$ cat config.mk
export PLATFORM = sky130hd
export DESIGN_NAME = mul_unit
export DESIGN_NICKNAME = d
export VERILOG_FILES = /design/src/rtl/mul_pkg.sv /design/src/rtl/mul_4bits.sv /design/src/rtl/mul_unit.sv
export SDC_FILE = /design/constraint.sdc
export NUM_CORES = 2
export LEC_CHECK = 0
export CORE_MARGIN = 5
export CORE_UTILIZATION = 38
export DETAILED_ROUTE_END_ITERATION = 12
export GPL_TIMING_DRIVEN = 1
export PLACE_DENSITY = 0.65
export SLEW_MARGIN = 20
export SYNTH_ARGS = -nofsm -noshare
export SYNTH_HDL_FRONTEND = slang
export SYNTH_SLANG_ARGS = --single-unit
$ cat constraint.sdc
create_clock -name clk_i -period 16.3 [get_ports clk_i]
set_input_delay 2.445 -clock clk_i [delete_from_list [all_inputs] [get_ports clk_i]]
set_output_delay 2.445 -clock clk_i [all_outputs]
set_load 0.1 [all_outputs]
$ cat src/rtl/mul_pkg.sv
// Shared definitions for the iterative multiplier: op encodings, FSM states,
// iteration counts and the operand magnitude helper.
package mul_pkg;

   localparam int unsigned XLEN    = 64;
   localparam int unsigned DIGIT_W = 4;

   localparam logic [1:0] MUL_OP_MUL    = 2'b00;
   localparam logic [1:0] MUL_OP_MULH   = 2'b01;
   localparam logic [1:0] MUL_OP_MULHSU = 2'b10;
   localparam logic [1:0] MUL_OP_MULHU  = 2'b11;

   localparam logic [3:0] ITER_64 = 4'd15;
   localparam logic [3:0] ITER_32 = 4'd7;

   typedef enum logic [1:0] {
      IDLE,
      OP,
      DONE
   } mul_state_e;

   function automatic logic [XLEN-1:0] mag(input logic [XLEN-1:0] v, input logic is_signed);
      return (is_signed && v[XLEN-1]) ? -v : v;
   endfunction

endpackage

$ cat src/rtl/mul_4bits.sv
// One radix-16 step of the magnitude multiplier: adds mcand * mplier[3:0] into
// the accumulator and advances both operands by one digit.
module mul_4bits
   import mul_pkg::*;
(
   input  logic [2*XLEN-1:0] acc_i,
   input  logic [2*XLEN-1:0] mcand_i,
   input  logic [XLEN-1:0]   mplier_i,
   output logic [2*XLEN-1:0] acc_o,
   output logic [2*XLEN-1:0] mcand_o,
   output logic [XLEN-1:0]   mplier_o
);

   logic [2*XLEN-1:0] pp;

   always_comb begin
      pp = '0;
      for (int unsigned i = 0; i < DIGIT_W; i++) begin
         if (mplier_i[i]) begin
            pp = pp + (mcand_i << i);
         end
      end
      acc_o    = acc_i + pp;
      mcand_o  = mcand_i << DIGIT_W;
      mplier_o = mplier_i >> DIGIT_W;
   end

endmodule

$ cat src/rtl/mul_unit.sv
// Iterative RV64 multiplier (MUL/MULH/MULHSU/MULHU/MULW) with request/stall/kill
// handshake. Define MUL_EARLY_OUT_EN to finish as soon as the multiplier runs out.
module mul_unit
   import mul_pkg::*;
(
   input  logic        clk_i,
   input  logic        rstn_i,
   input  logic        kill_mul_i,
   input  logic        request_i,
   input  logic        int_32_i,
   input  logic [1:0]  op_i,
   input  logic [63:0] src1_i,
   input  logic [63:0] src2_i,
   output logic [63:0] result_o,
   output logic        done_o,
   output logic        stall_o
);

   mul_state_e        state_q, state_d;
   logic [1:0]        op_q, op_d;
   logic              int32_q, int32_d;
   logic              neg_q, neg_d;
   logic [3:0]        n_q, n_d;
   logic [2*XLEN-1:0] acc_q, acc_d;
   logic [2*XLEN-1:0] mcand_q, mcand_d;
   logic [XLEN-1:0]   mplier_q, mplier_d;

   logic [2*XLEN-1:0] step_acc, step_mcand;
   logic [XLEN-1:0]   step_mplier;
   logic [2*XLEN-1:0] prod;
   logic [XLEN-1:0]   a_ext, b_ext;
   logic              a_signed, b_signed;
   logic              early_done;

   mul_4bits u_step (
      .acc_i    (acc_q),
      .mcand_i  (mcand_q),
      .mplier_i (mplier_q),
      .acc_o    (step_acc),
      .mcand_o  (step_mcand),
      .mplier_o (step_mplier)
   );

`ifdef MUL_EARLY_OUT_EN
   assign early_done = (step_mplier == '0);
`else
   assign early_done = 1'b0;
`endif

   // MULW treats both operands as signed 32-bit values regardless of op_i
   always_comb begin
      a_signed = int_32_i | (op_i != MUL_OP_MULHU);
      b_signed = int_32_i | (op_i == MUL_OP_MUL) | (op_i == MUL_OP_MULH);
      a_ext    = int_32_i ? {{32{src1_i[31]}}, src1_i[31:0]} : src1_i;
      b_ext    = int_32_i ? {{32{src2_i[31]}}, src2_i[31:0]} : src2_i;
      prod     = neg_q ? -acc_q : acc_q;
   end

   always_comb begin
      state_d  = state_q;
      op_d     = op_q;
      int32_d  = int32_q;
      neg_d    = neg_q;
      n_d      = n_q;
      acc_d    = acc_q;
      mcand_d  = mcand_q;
      mplier_d = mplier_q;
      stall_o  = 1'b0;
      done_o   = 1'b0;
      result_o = '0;
      unique case (state_q)
         IDLE: begin
            if (request_i && !kill_mul_i) begin
               stall_o  = 1'b1;
               op_d     = op_i;
               int32_d  = int_32_i;
               neg_d    = (a_signed & a_ext[XLEN-1]) ^ (b_signed & b_ext[XLEN-1]);
               acc_d    = '0;
               mcand_d  = {{XLEN{1'b0}}, mag(a_ext, a_signed)};
               mplier_d = mag(b_ext, b_signed);
               n_d      = int_32_i ? ITER_32 : ITER_64;
               state_d  = OP;
            end
         end
         OP: begin
            if (kill_mul_i) begin
               state_d = IDLE;
            end else begin
               stall_o  = 1'b1;
               acc_d    = step_acc;
               mcand_d  = step_mcand;
               mplier_d = step_mplier;
               if (n_q == 4'd0 || early_done) begin
                  state_d = DONE;
               end else begin
                  n_d = n_q - 4'd1;
               end
            end
         end
         DONE: begin
            state_d = IDLE;
            if (!kill_mul_i) begin
               done_o = 1'b1;
               if (int32_q) begin
                  result_o = {{32{prod[31]}}, prod[31:0]};
               end else if (op_q == MUL_OP_MUL) begin
                  result_o = prod[XLEN-1:0];
               end else begin
                  result_o = prod[2*XLEN-1:XLEN];
               end
            end
         end
         default: state_d = IDLE;
      endcase
   end

   always_ff @(posedge clk_i or negedge rstn_i) begin
      if (!rstn_i) begin
         state_q  <= IDLE;
         op_q     <= '0;
         int32_q  <= 1'b0;
         neg_q    <= 1'b0;
         n_q      <= '0;
         acc_q    <= '0;
         mcand_q  <= '0;
         mplier_q <= '0;
      end else begin
         state_q  <= state_d;
         op_q     <= op_d;
         int32_q  <= int32_d;
         neg_q    <= neg_d;
         n_q      <= n_d;
         acc_q    <= acc_d;
         mcand_q  <= mcand_d;
         mplier_q <= mplier_d;
      end
   end

endmodule
Word-level counts from Yosys, hierarchy flattened. Index checks and enable logic that the tools add are counted.

Bits in registers: 330. Output and inout port bits: 66. Bits of input ports: 135.

Reduce and logical (&&, ||, !) cells: 13. Multiplexer cells: 35. Equality and inequality tests: 8. Bitwise logic cells: 6. Add/sub/neg operators: 8.

Operators by type and width (count): 2-to-1 mux 128 bit (9); 2-to-1 mux 64 bit (10); adder 128 bit (4); one-hot mux 128 bit (2 select lines) (2); negator 128 bit (1); negator 64 bit (2); one-hot mux 64 bit (2 select lines) (1); 2-to-1 mux 4 bit (4); inequality test 2 bit, second input constant (4); one-hot mux 4 bit (2 select lines) (1); zero test 2 bit (3); 2-to-1 mux 2 bit (3); == test 2 x 1 -> 1 bit, second input constant (2); zero test 4 bit (1); one-hot mux 2 bit (2 select lines) (1); AND reduction 2 bit (2); AND reduction 4 bit (1); subtractor 4 x 1 -> 4 bit, second input constant (1); logical AND 1 bit (3); 2-to-1 mux 1 bit (3); inequality test 3 bit, second input constant (1); OR 1 bit (3); AND reduction 3 bit (1); AND 1 bit (2); 5 further kinds (5).

Logic depth before layout (Yosys ltp).
Depth in word-level cells: 10. Gate-level depth with buffers: 71. Gate-level depth less buffers: 62.

Hierarchy. From an unflattened synthesis, not the netlist that was laid out.

Cell total of the unflattened synthesis: 8351. Area, all modules: 58705.1 um^2.

Modules (own cells, without submodules): mul_4bits (area an instance 37148.1 um^2, cells an instance 5703, times used 1); mul_unit (area an instance 21556.9 um^2, cells an instance 2648, times used 1).

Worst setup path before layout. No wires, ideal clock.

Path type: register -> register. Start point: register mplier_q[0]. End point: register acc_q[126]. Setup slack: 2715 ps. Setup time: 122 ps. Stages on the path, launching flop included: 63. Required time: 16178 ps. Arrival time: 13464 ps. Buffers on the path: 8. Path through: dfrtp_1 buf_2 buf_1 clkbuf_1 clkbuf_1 clkbuf_1 clkbuf_1 clkbuf_1 nand2_1 inv_1 ha_1 inv_1 fa_1 nand2b_1 a21o_1 a311oi_1 a21o_1 xor2_1 [27 not listed] a21oi_1 ha_1 clkbuf_1 a21o_1 a21o_1 a21oi_1 o221ai_1 a21oi_1 o21ai_0 or3b_2 a21o_1 nand4b_1 a2111oi_0 o21ai_0 o21ai_0 nor3b_1 or3_1 a32o_1.

Longest elaborated chain between the ends: 10.

Ends and longest elaborated chain: start, declared (RTL line mul_unit.sv:26) `logic [XLEN-1:0] mplier_q, mplier_d;`; start signal, assigned (RTL line mul_unit.sv:135) `mplier_q <= mplier_d;`; 2-to-1 mux 128 bit * (RTL line mul_4bits.sv:19) `if (mplier_i[i]) begin`; adder 128 bit (RTL line mul_4bits.sv:20) `pp = pp + (mcand_i << i);`; 2-to-1 mux 128 bit * (RTL line mul_4bits.sv:19); adder 128 bit (RTL line mul_4bits.sv:20); 2-to-1 mux 128 bit * (RTL line mul_4bits.sv:19); adder 128 bit (RTL line mul_4bits.sv:20); 2-to-1 mux 128 bit * (RTL line mul_4bits.sv:19); adder 128 bit * (RTL line mul_4bits.sv:23) `acc_o = acc_i + pp;`; 2-to-1 mux 128 bit * (RTL line mul_unit.sv:86) `if (kill_mul_i) begin`; one-hot mux 128 bit (2 select lines) * (RTL line mul_unit.sv:71) `unique case (state_q)`; end signal, assigned (RTL line mul_unit.sv:124) `acc_q <= '0;`; end signal, assigned (RTL line mul_unit.sv:133) `acc_q <= acc_d;`; end, declared (RTL line mul_unit.sv:24) `logic [2*XLEN-1:0] acc_q, acc_d;`.

Mark *: on every way between the ends. The rest lies on a longest branch, timed or not. The select of a mux whose other input is x is not followed. A chain may end at the register's enable or synchronous reset.

Final worst setup path.
Start point: register mplier_q[0]. End point: register acc_q[127].

The elaborated chain is that of the path after synthesis.

==> flow_metrics.tcl <==
set metrics [dict create \
    wirelength_um 221000 \
    ir_drop_v 0.000117 \
    finish.utilization 0.415 \
    htree_levels 2 \
    via_count 60500 \
    path_class "flop to flop" \
    synthArstFlopShare 1.00 \
    vias_per_cell 6.17 \
    synth_top_cell_by_area "dfrtp_1" \
    detail-route-antenna-nets 0 \
    multi_input_area_mm2 0.0450 \
    avgRoutedWirePerCell_um 22.5 \
    synthCells 8074 \
    power.switching_w 0.00684 \
    p_leak_nw 26.8 \
    gp_congestion 1.02 \
    first_iter_violations 5145 \
    fp.dieH_um 394 \
    p_comb_frac 0.775 \
    place.port_buffers 200 \
    seqCellArea_mm2 0.00828 \
    dieArea_mm2 0.155 \
    tightest_slew_ns 1.17 \
    hold_viol_final 0 \
    post-route-period-util 0.912 \
    post-synth-top-count-cell "nand2_1" \
    hpwl_um 178000 \
    grt_use_total 0.270 \
    syn_to_final_growth_pct 8.12 \
    dr.pass1.iters 6 \
    fin_skew_ns 0.0469 \
    ys_top_cells_by_count "nand2_1 (1,018), a21oi_1 (910), o21ai_0 (762)" \
    power_density_mw_per_mm2 197 \
    clockBufferDepth 3 \
    netlist_top_cells_area "dfrtp_1 (15%), ha_1 (11%), a21oi_1 (8.1%)" \
    root_buffer "clkbuf_16" \
    drc_errors 0 \
    cp-start-kind "flop" \
    yosys_warnings 0 \
    p_int_w 0.00506 \
    p_total_w 0.0119 \
    hp-class "flop to flop" \
    row_count 140 \
    seq_power_share 0.134 \
    critPathArrivalTime_ns 15.39 \
    grt_pass1_wl_um 340000 \
    finalSetupViolCount 0 \
    rsz0062_at_grt "no" \
    nFillCells 15400 \
    hold_buffers 0 \
    fmax_mhz 67.3 \
    coreArea_mm2 0.146 \
    design_area_mm2 0.0606 \
    status "complete, no violations" \
    whs_ns 0.477 \
    grt_pass1_vias 58100 \
    nets 8499 \
    ys_types 92 \
    layout_min_cycle_time_ns 14.87 \
    synth.avg_cell_area_um2 6.94 \
    critPathMaxFanout 91 \
    cts.sinks 330 \
    top_level_ports 201 \
    yosys.area.top_type_share 0.147 \
    cp.required_ns 16.83 \
    synthesis.area_mm2 0.0560 \
    synth_edf_count 0 \
    layout-drive-gt1-share 0.0466 \
    yosys_register_bits 330 \
    synthFlopType "dfrtp_1" \
    crit_path_end_kind "flop" \
    relSlewSlack 0.214 \
    tritoncts "done" \
    drv_slew 0 \
    cts_buffers 46 \
    drv_cap 0 \
    grt_max_degree 221 \
    start_util 0.383 \
    seq_area_frac_synth 0.147 \
    die_w_um 394 \
    antenna_found_initial 11 \
    clk_pin_slew_ns 0.06 \
    insertion_delay_ns 0.66 \
    clockPowerShare 0.090 \
    overflow 0 \
    finalSetupTns_ns 0 \
    place_area_mm2 0.0590 \
    slowest_stage "buf_4" \
    swShare 0.575 \
    syn-num-nets 8707 \
    max_stage_delay_ns 0.70 \
]
[timing repair]
item / 4_1_cts / 5_1_grt
resized for setup: 0 / 1
endpoints found under the setup margin: 0 / 1
buffers inserted: 0 / 0
hold endpoints to repair: 0 / 0
[layout make-up]
class                   instances  share of cell area
multi-input cells            7005               0.744
well taps                    1917              0.0396
clock buffers                  61              0.0209
flip-flops and latches        330               0.137
inverters                     234              0.0145
clock inverters                21             0.00490
repair buffers                249              0.0397
diodes                          1           0.0000413
[sequential cells by signal (all words and copies together) (netlist names)]
signal,count
acc_q,128
int32_q,1
mcand_q,128
mplier_q,64
n_q,4
neg_q,1
op_q,2
state_q,2
[layer usage]
| layer | global-route usage | wire length (µm) |
|---|---|---|
| met1 | 0.329 | 90400 |
| met2 | 0.468 | 105000 |
| met3 | 0.0338 | 12800 |
| met4 | 0.136 | 13000 |
| met5 | 0 | 152 |
[cell usage in the layout (no fill, tap or decap), types with 63 or more instances in the layout]
cell and instances:
a21o_1 297, o31ai_1 90, o21ai_0 762, or3_1 71
nand2b_1 64, xor2_1 304, and2_1 108, nand2_1 1018
a211oi_1 89, a21oi_1 909, inv_1 233, xnor2_1 418
a221oi_1 63, mux2_2 154, nor3_1 149, o21bai_1 137
ha_1 494, nor2_1 694, nand3_1 167, nand4_1 201
clkdlybuf4s50_1 198, dfrtp_1 325
[worst paths after layout]
check / from / end / slack, ns / depth (start not counted)
worst max-delay path: mplier_q[0]$_DFFE_PN0P_ / acc_q[127]$_DFFE_PN0P_ / 1.43 / 51
worst min-delay path: mplier_q[8]$_DFFE_PN0P_ / mplier_q[8]$_DFFE_PN0P_ / 0.48 / 2
worst max register to register: mplier_q[0]$_DFFE_PN0P_ / acc_q[127]$_DFFE_PN0P_ / 1.43 / 51
worst min register to register: mplier_q[8]$_DFFE_PN0P_ / mplier_q[8]$_DFFE_PN0P_ / 0.48 / 2
max in group asynchronous: rstn_i / acc_q[66]$_DFFE_PN0P_ / 11.87 / 4
min in group asynchronous: rstn_i / mcand_q[82]$_DFFE_PN0P_ / 1.75 / 1
[power by group through the flow]
stage	clock (W)	sequential [W]	combinational [W]
after global placement	0	0.00160	0.00904
after floorplan	0	0.00126	0.00675
final	0.00107	0.00160	0.00923
after CTS	0.00110	0.00159	0.00907
after detailed placement	0	0.00160	0.00902
after global routing	0.00113	0.00162	0.0100
[critical path, delay by kind of cell, from the launching register on]
kind	cells	cell delay [ns]
AO/OA/AOI/OAI	22	5.72
XOR/XNOR	5	0.73
adder cells (fa/ha/maj)	4	1.68
buffers and inverters	5	1.65
flip-flops	1	0.52
multiplexers	1	0.34
AND/OR/NAND/NOR	14	3.91
[through the flow]
step	instances	setup WS, ns
floorplan	8074	2.71
global placement	9733	1.78
detailed placement	9734	1.59
CTS	9816	1.50
global route	9817	0.196
finish	9818	1.43
[cells by family (layout without fill, tap and decap cells)]
logic type                 after synthesis  in the layout  synth area share
DFF                                    330            330             0.147
other                                    0              1                 0
muxes                                  185            185            0.0365
buffers and inverters                  739            565            0.0497
xor gates and xnor gates               723            723             0.113
and+or+nand+nor                       2797           2797             0.234
AOI/OAI and AO/OA                     2801           2801             0.307
adders and majority gates              499            499             0.112
(Power assumes the default switching activity.)
